$ cat config.mk
export PLATFORM = sky130hd
export DESIGN_NAME = full_adder
export DESIGN_NICKNAME = d
export VERILOG_FILES = /design/src/rtl/full_adder_pkg.sv /design/src/rtl/full_adder_half_adder.sv /design/src/rtl/full_adder.sv
export SDC_FILE = /design/constraint.sdc
export NUM_CORES = 1
export LEC_CHECK = 0
export ABC_AREA = 1
export BUFFER_PORTS_ARGS = -buffer_cell sky130_fd_sc_hd__buf_2
export CAP_MARGIN = 40
export CORE_AREA = 5 5 42 44
export CTS_CLUSTER_SIZE = 16
export DETAILED_ROUTE_END_ITERATION = 16
export DIE_AREA = 0 0 47 49
export MAX_ROUTING_LAYER = met4
export PLACE_DENSITY = 0.3
export SLEW_MARGIN = 15
export SYNTH_ARGS = -nofsm -noshare
export SYNTH_HDL_FRONTEND = slang
export SYNTH_SLANG_ARGS = --single-unit
$ cat constraint.sdc
create_clock -name clk -period 1 [get_ports clk]
set_input_delay 0.1 -clock clk [delete_from_list [all_inputs] [get_ports clk]]
set_output_delay 0.1 -clock clk [all_outputs]
set_load 0.01 [all_outputs]
$ cat src/rtl/full_adder_pkg.sv
// Shared constants and the redundant sum-of-products reference used by the
// full_adder self-checker.
package full_adder_pkg;

   localparam logic RST_VAL = 1'b0;

   // Canonical minterm form of the sum, kept structurally distinct from the XOR chain.
   function automatic logic sop_sum(input logic a, input logic b, input logic cin);
      return (~a & ~b &  cin) |
             (~a &  b & ~cin) |
             ( a & ~b & ~cin) |
             ( a &  b &  cin);
   endfunction

   function automatic logic sop_carry(input logic a, input logic b, input logic cin);
      return (a & b) | (a & cin) | (b & cin);
   endfunction

endpackage

$ cat src/rtl/full_adder_half_adder.sv
// Half adder leaf: sum and carry of two bits.
module half_adder (
   input  logic a,
   input  logic b,
   output logic s,
   output logic c
);

   assign s = a ^ b;
   assign c = a & b;

endmodule

$ cat src/rtl/full_adder.sv
// 1-bit full adder leaf for the ripple add/sub chain, with an optional
// registered side-band copy and a sticky redundant-logic self-check.
module full_adder
   import full_adder_pkg::*;
#(
   parameter bit REG_OUT = 1'b1,
   parameter bit CHECK   = 1'b1
) (
   input  logic clk,
   input  logic rst,
   input  logic en,
   input  logic a,
   input  logic b,
   input  logic cin,
   output logic s,
   output logic cout,
   output logic s_q,
   output logic cout_q,
   output logic valid_q,
   output logic err
);

   logic ha1_s;
   logic ha1_c;
   logic ha2_s;
   logic ha2_c;

   half_adder u_ha1 (
      .a (a),
      .b (b),
      .s (ha1_s),
      .c (ha1_c)
   );

   half_adder u_ha2 (
      .a (ha1_s),
      .b (cin),
      .s (ha2_s),
      .c (ha2_c)
   );

   // Carry path stays purely combinational so stages ripple without a clock.
   assign s    = ha2_s;
   assign cout = ha1_c | ha2_c;

   generate
      if (REG_OUT) begin : g_reg
         logic s_r;
         logic cout_r;
         logic valid_r;

         // Capture the result on enabled cycles; valid is a one-cycle pulse per capture.
         always_ff @(posedge clk) begin
            if (rst) begin
               s_r     <= RST_VAL;
               cout_r  <= RST_VAL;
               valid_r <= RST_VAL;
            end else if (en) begin
               s_r     <= s;
               cout_r  <= cout;
               valid_r <= 1'b1;
            end else begin
               s_r     <= s_r;
               cout_r  <= cout_r;
               valid_r <= 1'b0;
            end
         end

         assign s_q     = s_r;
         assign cout_q  = cout_r;
         assign valid_q = valid_r;
      end else begin : g_noreg
         assign s_q     = 1'b0;
         assign cout_q  = 1'b0;
         assign valid_q = 1'b0;
      end
   endgenerate

   generate
      if (CHECK) begin : g_check
         logic s_ref_s;
         logic c_ref_s;
         logic err_r;

         assign s_ref_s = sop_sum(a, b, cin);
         assign c_ref_s = sop_carry(a, b, cin);

         // Sticky mismatch flag; only reset clears it.
         always_ff @(posedge clk) begin
            if (rst) begin
               err_r <= RST_VAL;
            end else if (en && ((s != s_ref_s) || (cout != c_ref_s))) begin
               err_r <= 1'b1;
            end else begin
               err_r <= err_r;
            end
         end

         assign err = err_r;
      end else begin : g_nocheck
         assign err = 1'b0;
      end
   endgenerate

endmodule

Word-level counts from Yosys, hierarchy flattened
Cells that the tools add are included.

Eq/ne operators: 2. Bitwise logic cells: 22. Muxes and demuxes: 1. Reductions and logical operators: 2.

Operators by type and width (number): $and A1 B1 Y1 (11); $or A1 B1 Y1 (6); $not A1 Y1 (3); $ne A1 B1 Y1 (2); $xor A1 B1 Y1 (2); $logic_and A1 B1 Y1 (1); $logic_or A1 B1 Y1 (1); $mux W1 (1).

Bits in registers: 4. Output and inout bits: 6. Word-level logic and storage cells: 31.

Longest topological paths before layout
Word-level depth: 9. Mapped depth: 5. Gate-level depth less buffers: 5.

Cells and area by module
A second synthesis with hierarchy kept.

Cell total of the unflattened synthesis: 28. Area, all modules: 221.5 µm².

By module, submodules not included: full_adder (cells an instance 26, area an instance 196.4 µm², seq. area each 80.1 µm², times used 1); half_adder (cells an instance 1, area an instance 12.5 µm², seq. area each 0.0 µm², times used 2).

Worst setup path before layout
Ideal clock, no wire load.

Path kind: input to register. Start: input port a. End: register g_reg.s_r, in the netlist s_q. Setup time: 64 ps. Setup slack: 49 ps. Stages: 5. Data arrival time: 887 ps. Data required time: 936 ps. Buffers on the path: 0. Cells stage by stage: fa_1 inv_1 nand2_1 nand2_1 nor2_1.

Cells in the longest elaborated chain, start to end: 2.

Ends and longest elaborated chain: start, declared (line full_adder.sv:12) `input logic a,`; $xor A1 B1 Y1 (2 in series) (line full_adder_half_adder.sv:9) `assign s = a ^ b;`; end signal, assigned (line full_adder.sv:59) `s_r <= s;`; end signal, assigned (line full_adder.sv:63) `s_r <= s_r;`; end, declared (line full_adder.sv:48) `logic s_r;`.

No other way between the ends. A chain may end at the register's enable or synchronous reset.

Worst setup path in the final report
Start: input port cin. End: output port s.

Cells in the longest elaborated chain, start to end: 1.

Ends and longest elaborated chain: start, declared (line full_adder.sv:14) `input logic cin,`; $xor A1 B1 Y1 (line full_adder_half_adder.sv:9); end, declared (line full_adder.sv:15) `output logic s,`.

No other way between the ends.

==> impl_metrics.ini <==
[detailed_routing]
drc = 0
antenna_left = 0
wl_um = 342
dr.pass1.iters = 2
wire_per_inst_um = 6.840
drtIter0Drc = 1
num_vias = 161
vias_per_cell = 3.220

[sta]
final_hold_viol_count = 0
fin_tns_setup_ps = 0
slew_violations = 0
rsz0062_at_grt = true
max_freq_ghz = 1.032
finalCritPeriodShare_pct = 96.92
setup_viol = 0
maxSlewHeadroom_pct = 94.15
setup_slack_ps = 30.81
hold_ws_ps = 53.73
worst_pin_slew_ps = 87.71
finalClockSkew_ps = 0
min_period_ps = 969.2

[floorplanning]
rows = 14
die_w_um = 47
io_pins = 12
dieArea_um2 = 2303
die_y_um = 49
coreArea_um2 = 1401
start_util_pct = 11.16

[min_path]
holdPathStages = 2
hold_end = valid_q$_SDFF_PP0_
hold_class = in -> reg
worstHoldStart = rst

[clock_network]
holdBufCountCts = 0
cts_buffers = 3
numClockSinks = 4
cts_tree = done
clock_latency_ps = 230
clk_pin_slew_ps = 40
root_buffer = clkbuf_4
clock_path_buffers = 2
h-tree-depth = 1

[synth]
yosysTopAreaCellShare_pct = 51.20
synth_cells = 20
ys_types = 5
syn_area_um2 = 156.4
yosys.area.top_type = dfxtp_1
synth.avg_cell_area_um2 = 7.820
yosys-top-cells-area = dfxtp_1 51%, nor2_1 14%, fa_1 13%, inv_1 12%, nand2_1 9.6%
yosys_warnings = 0
synthesis.nets = 27
synth-seq-cells = 4
ys_seq_area_share_pct = 51.20

[setup_path]
crit_path_end_kind = output pin
worst_setup_path_start_kind = primary input
reg2reg_depth = 2
rr_endpoint = s_q$_SDFFE_PP0P_
crit_type = in -> out
path_max_fanout = 2
crit_required_ps = 900
regToRegSetupSlack_ps = 460
r2r-start = s_q$_SDFFE_PP0P_
worstPathArrival_ps = 870

[flow_run]
cap_violations = 0

[placement]
gp_congestion = 0.6404
io_buffers = 11
placed_area_um2 = 231.5
place_ws_ps = -26.36

[grt]
grt_max_degree = 6
antenna_found_initial = 0
grt_overflow = 0
track_usage_pct = 4.332
grt_pass1_vias = 173
grt_first_pass_wirelength_um = 648

[power]
p_per_area_nw_per_um2 = 1676
p_leak_nw = 0.1485
ir_drop_mv = 0.7117
power.total_mw = 0.4361

[final_layout]
syn2layout_area_growth_pct = 66.40
diodes = 0
final_cell_mix = 10 x buf_2, 6 x nor2_1, 5 x inv_1, 4 x nand2_1, 4 x dfxtp_1
final_nets = 43
final_common_cell = buf_2
postLayoutCellArea_um2 = 260.3
drive_gt1_share_pct = 41.18

[status]
run_status = complete, no violations
==> stage by stage <==
stage	cells	util, %
6_report	50	18.57
5_1_grt	50	18.57
4_1_cts	50	18.13
3_5_place_dp	47	16.52
3_3_place_gp	47	16.52
2_1_floorplan	20	-
==> final cells by class <==
class / instances / area [um2]
clock buffers: 3 / 22.52
inverters: 5 / 18.77
fillers: 179 / 1141
multi-input cells: 11 / 57.56
flip-flops and latches: 4 / 80.08
well taps: 16 / 20.02
repair buffers: 11 / 61.31
==> report_power, final <==
group	internal, mW	leakage, nW	switching, mW
Sequential	0.169	0.0330	0.00288
Combinational	0.0327	0.102	0.0360
Clock	0.134	0.0138	0.0613
Total	0.336	0.148	0.100
==> layer usage <==
layer	part of all wire, %	GRT usage, %
met1	31	3.297
met2	58	6.561
met3	11	5.904
met4	0	0
met5	0	-
==> worst max-delay path by stage <==
| stage | endpoint | start | cells after the start | slack, ps |
|---|---|---|---|---|
| global route | s | cin | 3 | -5 |
| CTS | s | a | 3 | 10 |
| floorplan | s_q$_SDFFE_PP0P_ | a | 5 | 50 |
| finish | s | cin | 3 | 30 |
| global placement | s_q$_SDFFE_PP0P_ | a | 6 | -10 |
| detailed placement | s_q$_SDFFE_PP0P_ | a | 6 | -30 |
==> critical path: stages <==
cell	delay (ps)
buf_6	90
fa_1	540
buf_2	130
==> cell families after synthesis <==
group         Yosys count  share of synthesized area [%]
fa+ha+maj               1                          12.80
flops                   4                          51.20
simple gates           10                          24.00
buf+inv                 5                          12.00
==> synthesized netlist by cell type <==
cell type / n
dfxtp_1: 4
fa_1: 1
inv_1: 5
nand2_1: 4
nor2_1: 6
==> what timing repair did <==
item,in CTS,in global routing
resized for setup,0,1
buffers inserted,0,0
endpoints found under the setup margin,0,1
==> flip-flops by register name, indices dropped and copies added (netlist names) <==
signal,cells
err,1
cout_q,1
valid_q,1
s_q,1
No activity file was read; power rests on OpenSTA's default activity.
